### config.mk
export PLATFORM = sky130hd
export DESIGN_NAME = bcd_score_counter
export DESIGN_NICKNAME = d
export VERILOG_FILES = /design/src/rtl/bcd_score_counter.sv
export SDC_FILE = /design/constraint.sdc
export NUM_CORES = 1
export LEC_CHECK = 0
export ABC_AREA = 1
export CAP_MARGIN = 20
export CORE_ASPECT_RATIO = 1.75
export CORE_MARGIN = 4
export CORE_UTILIZATION = 48
export CTS_CLUSTER_SIZE = 8
export DETAILED_ROUTE_END_ITERATION = 8
export GPL_TIMING_DRIVEN = 0
export MAX_ROUTING_LAYER = met4
export PLACE_DENSITY = 0.76
export RECOVER_POWER = 100
export SLEW_MARGIN = 10
export SYNTH_ARGS = -nofsm -noshare
export SYNTH_HDL_FRONTEND = slang
export SYNTH_SLANG_ARGS = --single-unit
### constraint.sdc
create_clock -name clk -period 1.4 [get_ports clk]
set_input_delay 0.35 -clock clk [delete_from_list [all_inputs] [get_ports clk]]
set_output_delay 0.35 -clock clk [all_outputs]
set_load 0.005 [all_outputs]
### src/rtl/bcd_score_counter.sv
// N-digit BCD score counter: up/down, saturate or wrap, running high score; 1-cycle latency.
// No backpressure: strobes are consumed every cycle, and score_enable low holds all state.
module bcd_score_counter #(
  parameter int NUM_DIGITS = 2,
  parameter bit SATURATE   = 1'b1
) (
  input  logic                    clk,
  input  logic                    rst,
  input  logic                    score_reconfig,
  input  logic                    score_enable,
  input  logic                    increment,
  input  logic                    decrement,
  output logic [4*NUM_DIGITS-1:0] score_bcd,
  output logic [4*NUM_DIGITS-1:0] high_bcd,
  output logic                    overflow,
  output logic                    underflow,
  output logic                    new_high
);
  localparam int W = 4 * NUM_DIGITS;

  logic [W-1:0]          inc_val;
  logic [W-1:0]          dec_val;
  logic [W-1:0]          score_d;
  logic [NUM_DIGITS:0]   carry;
  logic [NUM_DIGITS:0]   borrow;
  logic                  at_max;
  logic                  at_zero;
  logic                  ovf_d;
  logic                  unf_d;

  // Carry runs while lower digits are all 9, borrow while they are all 0.
  always_comb begin
    carry     = '0;
    borrow    = '0;
    inc_val   = '0;
    dec_val   = '0;
    carry[0]  = 1'b1;
    borrow[0] = 1'b1;
    for (int i = 0; i < NUM_DIGITS; i++) begin
      if (carry[i])
        inc_val[4*i +: 4] = (score_bcd[4*i +: 4] == 4'd9) ? 4'd0 : score_bcd[4*i +: 4] + 4'd1;
      else
        inc_val[4*i +: 4] = score_bcd[4*i +: 4];
      if (borrow[i])
        dec_val[4*i +: 4] = (score_bcd[4*i +: 4] == 4'd0) ? 4'd9 : score_bcd[4*i +: 4] - 4'd1;
      else
        dec_val[4*i +: 4] = score_bcd[4*i +: 4];
      carry[i+1]  = carry[i]  && (score_bcd[4*i +: 4] == 4'd9);
      borrow[i+1] = borrow[i] && (score_bcd[4*i +: 4] == 4'd0);
    end
  end

  assign at_max  = carry[NUM_DIGITS];
  assign at_zero = borrow[NUM_DIGITS];

  // Wrap falls out of the digit logic: all-9 + 1 gives 0 and 0 - 1 gives all-9.
  always_comb begin
    score_d = score_bcd;
    ovf_d   = 1'b0;
    unf_d   = 1'b0;
    if (score_reconfig) begin
      score_d = '0;
    end else if (score_enable && increment && !decrement) begin
      ovf_d   = at_max;
      score_d = (at_max && SATURATE) ? score_bcd : inc_val;
    end else if (score_enable && decrement && !increment) begin
      unf_d   = at_zero;
      score_d = (at_zero && SATURATE) ? score_bcd : dec_val;
    end
  end

  always_ff @(posedge clk or posedge rst) begin
    if (rst) begin
      score_bcd <= '0;
      high_bcd  <= '0;
      overflow  <= 1'b0;
      underflow <= 1'b0;
      new_high  <= 1'b0;
    end else begin
      score_bcd <= score_d;
      overflow  <= ovf_d;
      underflow <= unf_d;
      // Packed BCD orders like binary, so a plain unsigned compare suffices.
      if (score_bcd > high_bcd) begin
        high_bcd <= score_bcd;
        new_high <= 1'b1;
      end else begin
        new_high <= 1'b0;
      end
    end
  end
endmodule
=== Yosys cells after proc, flatten, opt, wreduce, memory -nomap -nowiden ===
Cells that the tools add are included.

* Register bits after elaboration: 19
* Input port bits: 6
* Output and inout bits: 19
* Logic and storage cells: 47

* Add/subtract/negate cells: 4
* $lt $le $gt $ge: 1
* Equal/unequal tests: 5
* Mux-type cells: 17
* Reduce and logical (&&, ||, !) cells: 14

{| class="wikitable"
|+ Operators with widths
! cell !! count
|-
| $mux W8 || 5
|-
| $mux W4 || 6
|-
| $add A4 B1 Y4 const B || 2
|-
| $eq A4 B4 Y1 const B || 2
|-
| $gt A8 B8 Y1 || 1
|-
| $logic_not A4 Y1 || 2
|-
| $sub A4 B1 Y4 const B || 2
|-
| $logic_and A1 B1 Y1 || 6
|-
| $mux W1 || 6
|-
| $ne A3 B3 Y1 const B || 2
|-
| $reduce_bool A3 Y1 || 2
|-
| $reduce_and A5 Y1 || 1
|-
| $ne A3 B2 Y1 const B || 1
|-
| $reduce_and A3 Y1 || 1
|-
| $logic_not A1 Y1 || 2
|}

=== Longest topological paths before layout ===
* Word-level depth: 7
* Mapped depth: 11
* Mapped depth without buffers: 11

=== Worst setup path after synthesis ===
OpenSTA, ideal clock, no wires.

* Kind: register to register
* Start: register score_bcd[1]
* End: register high_bcd[0]
* Setup time: 0.118 ns
* Arrival: 1.414 ns
* Data required time: 1.282 ns
* Slack: -0.132 ns
* Cell stages (with the launch flop): 11
* Path buffers: 0
* Period minus slack after synthesis: 1.532 ns
* Cells stage by stage: dfrtp_1 -> ha_1 -> inv_1 -> o21bai_1 -> nand2_1 -> nand2_1 -> nand2_1 -> nand2_2 -> nand2_2 -> nand2_1 -> nand2_1

* Word-level cells in the longest chain between the ends: 1

{| class="wikitable"
|+ RTL lines
! what !! line !! source
|-
| start, declared || 13 || <nowiki>output logic [4*NUM_DIGITS-1:0] score_bcd,</nowiki>
|-
| start signal, assigned || 80 || <nowiki>score_bcd <= score_d;</nowiki>
|-
| $gt A8 B8 Y1 || 84 || <nowiki>if (score_bcd > high_bcd) begin</nowiki>
|-
| end signal, assigned || 85 || <nowiki>high_bcd <= score_bcd;</nowiki>
|-
| end, declared || 14 || <nowiki>output logic [4*NUM_DIGITS-1:0] high_bcd,</nowiki>
|}

Every way passes these cells.
A chain may end at the register's enable or synchronous reset.

=== Final worst setup path ===
* Start: register score_bcd[1]
* End: register score_bcd[1]

* Word-level cells in the longest chain between the ends: 6
* Elaborated cells between the ends (all ways): 16
* Classes of those cells: add/sub (2); eq/ne (3); mux (7); reduce/logical (4)

{| class="wikitable"
|+ RTL lines
! what !! line !! source
|-
| $sub A4 B1 Y4 or $logic_not A4 Y1 (tied branches) || 45, 49 ||
|-
| $mux W4 || 45 || <nowiki>dec_val[4*i +: 4] = (score_bcd[4*i +: 4] == 4'd0) ? 4'd9 : score_bcd[4*i +: 4] - 4'd1;</nowiki>
|-
| $mux W8 || 68 || <nowiki>score_d = (at_zero && SATURATE) ? score_bcd : dec_val;</nowiki>
|-
| $mux W8 || 66 || <nowiki>end else if (score_enable && decrement && !increment) begin</nowiki>
|-
| $mux W8 || 63 || <nowiki>end else if (score_enable && increment && !decrement) begin</nowiki>
|-
| $mux W8 || 61 || <nowiki>if (score_reconfig) begin</nowiki>
|}

Several ways; a longest one is shown, not always the timed one. The select of a mux whose other input is x is not followed.

==> results.yml <==
status:
  status: "finished, violations left"
  violations: "negative setup slack"
critical_path:
  slowest_stage: "dfrtp_2"
  critical_path_class: "reg2reg"
  regToRegSetupSlack_ps: -260
  crit_path_max_fanout: 5
  worst_setup_path_start_kind: "flip-flop"
  r2r_cells: 8
  cpPeakStageDelay_ps: 480
  path_cells: "inv_4 -> ha_4 -> nand2_4 -> nor2_4 -> nand4_1 -> nand2_4 -> nand2_2 -> o21ai_1"
  cp.arrival_ps: 1830
  crit_top_cell: "nand2_4"
  crit_start: "score_bcd[1]$_DFFE_PP0P_"
  regToRegEndpoint: "score_bcd[1]$_DFFE_PP0P_"
  required_ps: 1570
  rr_startpoint: "score_bcd[1]$_DFFE_PP0P_"
  crit_path_end_kind: "flip-flop"
  crit_end: "score_bcd[1]$_DFFE_PP0P_"
job:
  cap_violations: 0
global_route:
  grt_pass1_wl_um: 7380
  grt_overflow_total: 0
  track_usage_pct: 23.6
  grt_pass1_vias: 1702
  grt_antenna_before_repair: 0
  grt_max_degree: 20
yosys:
  avgSynthCellArea_sq_um: 7.51
  synth_area_sq_mm: 0.00153
  ys_seq_elements: 19
  yosysTopAreaCell: "dfrtp_1"
  synth-main-ff-cell: "dfrtp_1"
  netlist_top_cells_area: "dfrtp_1, nand2_1, ha_1"
  synth.most_common_cell: "nand2_1"
  synth_edf_count: 0
  synth_cell_types: 28
  yosysWarnings: 0
  syn_inst: 204
  synth_nets: 224
  synth_top_area_share_pct: 31.0
  seq_area_frac_synth_pct: 31.0
  ys_async_sr_fraction_pct: 100
  synthTopCellsByCount: "nand2_1, inv_1, dfrtp_1, nand3_1, nor2_1"
sta:
  rsz0062_at_grt: "true"
  worst-slew-pin-transition_ps: 718
  layout_setup_ws_ps: -255
  timing.fmax_ghz: 0.604
  slew_violations: 0
  hold_viol: 0
  relSlewSlack_pct: 52.1
  fin_crit_sh_pct: 118
  setup_viol: 19
  fin_crit_ps: 1660
  fin_hold_ws_ps: 395
  finClkSkew_ps: 4.21
detailed_routing:
  vias: 1726
  firstDrtPassIters: 4
  wirelength_um: 4870
  ant_nets: 0
  drc: 0
  wire_per_inst_um: 15.7
  drt-initial-drc-count: 112
  viasPerCell: 5.55
placed_design:
  place_ws_ps: -368
  placedCellCount: 270
  gp_congestion: 0.896
  dpl.hpwl_um: 2570
  portBuffers: 24
clock_network:
  cts-root-buf: "clkbuf_8"
  clk_path_buf_depth: 2
  cts_sinks: 19
  cts_tree: "yes"
  cts_buffers: 3
  clk_pin_slew_ps: 70
  clock_latency_ps: 250
  htreeDepth: 1
floorplan:
  die_area_sq_mm: 0.00420
  fp-row-count: 26
  die_h_um: 82.8
  ios: 25
  die_w_um: 50.7
  initial_utilization_pct: 51.2
  core_area_sq_mm: 0.00299
cells_and_area:
  final_cells: 311
  drive_above_1_share_pct: 43.9
  finalNetCount: 290
  fin_util_pct: 82.4
  n_antenna_cell: 0
  area_delta_synth_final_pct: 60.8
power:
  p_leak_nw: 1.25
  p_per_area_mw_per_mm2: 2400
  ir_worst_vdd_mv: 1.61
  power.total_mw: 5.92
hold_path:
  hold_path.class: "in2reg"
[cells in the final DEF, fill, tap and decap left out, types with 2 or more instances in the layout]
cell type         n
buf_6            12
nand3_4           2
nand4_1           4
nand2_1          46
a21oi_1           3
nand3_1          14
clkdlybuf4s50_1   2
ha_4              8
clkbuf_2          3
nand2_8           2
inv_1            15
nor2_4            6
inv_6             2
dlygate4sd2_1    16
nand2_4          11
clkbuf_8          3
inv_4             4
nor2_1           11
nand4_4           2
buf_4            26
ha_1              6
nor2_2            3
dfrtp_2           4
a21oi_4           2
dfrtp_1          15
inv_2             6
o21ai_1           6
nand3_2           6
o21ai_0           4
nand2_2          13
[where the power goes]
| part | switching, mW | internal (mW) |
|---|---|---|
| combinational | 2.48 | 2.07 |
| sequential | 0.231 | 0.755 |
| clock | 0.178 | 0.202 |
[through the flow]
stage                     area [sq um]  setup TNS [ps]
final                             2460           -3510
after global routing              2460           -4960
after detailed placement          1860           -5220
after floorplan                   1560            -591
after global placement            1860           -4970
after CTS                         2260           -1780
[area by class of cell]
| type | instances | area, sq um |
|---|---|---|
| multi-input combinational | 156 | 1210 |
| buffer | 3 | 26.3 |
| timing repair buffer | 60 | 532 |
| clock buffer | 4 | 45.0 |
| sequential | 19 | 480 |
| fill | 188 | 528 |
| inverter | 27 | 121 |
| tap | 42 | 52.6 |
[per-layer routing]
layer  global-route usage, %  share of wire [%]  vias up
met5                       -                  0        -
met1                    23.9                 36      840
met2                    43.1                 56       70
met3                    1.97                4.1       18
li1                        -                  -      798
met4                    15.1                4.3        0
[sequential cells by signal, summed over array words and instances, names as in the netlist]
signal,count
score_bcd,8
high_bcd,8
overflow,1
new_high,1
underflow,1
[timing repair]
item                       4_1_cts  5_1_grt
hold buffers                     0        0
gates cloned                     1        1
pin swaps                       25       22
resized for setup               53       44
setup endpoints to repair       36       21
buffers inserted                29        7
[critical path: cells and delay by family, from the launching register on]
family | cells | cell delay (ps)
and+or+nand+nor | 5 | 760
DFF | 1 | 480
adders and majority gates | 1 | 140
buffers and inverters | 1 | 110
AOI/OAI and AO/OA | 1 | 80
[worst min path at each step]
| stage | from | to | slack (ps) | cells past startpoint |
|---|---|---|---|---|
| after global routing | increment | underflow$_DFF_PP0_ | 410 | 2 |
| after global placement | high_bcd[1]$_DFFE_PP0N_ | high_bcd[1]$_DFFE_PP0N_ | 480 | 2 |
| after floorplan | rst | high_bcd[0]$_DFFE_PP0N_ | 300 | 1 |
| after CTS | high_bcd[6]$_DFFE_PP0N_ | high_bcd[6]$_DFFE_PP0N_ | 500 | 2 |
| final | increment | underflow$_DFF_PP0_ | 400 | 2 |
| after detailed placement | high_bcd[6]$_DFFE_PP0N_ | high_bcd[6]$_DFFE_PP0N_ | 490 | 2 |
[kinds of logic (layout without fill, tap and decap cells)]
| kind of cell | count (synthesis) | in the layout | synth area share, % |
|---|---|---|---|
| AO/OA/AOI/OAI | 20 | 20 | 8.25 |
| XOR/XNOR | 1 | 1 | 0.572 |
| adder cells (fa/ha/maj) | 14 | 14 | 11.4 |
| buffers and inverters | 31 | 94 | 9.55 |
| AND/OR/NAND/NOR | 119 | 121 | 39.2 |
| flip-flops | 19 | 19 | 31.0 |
Power figures use the tool's default switching activity.
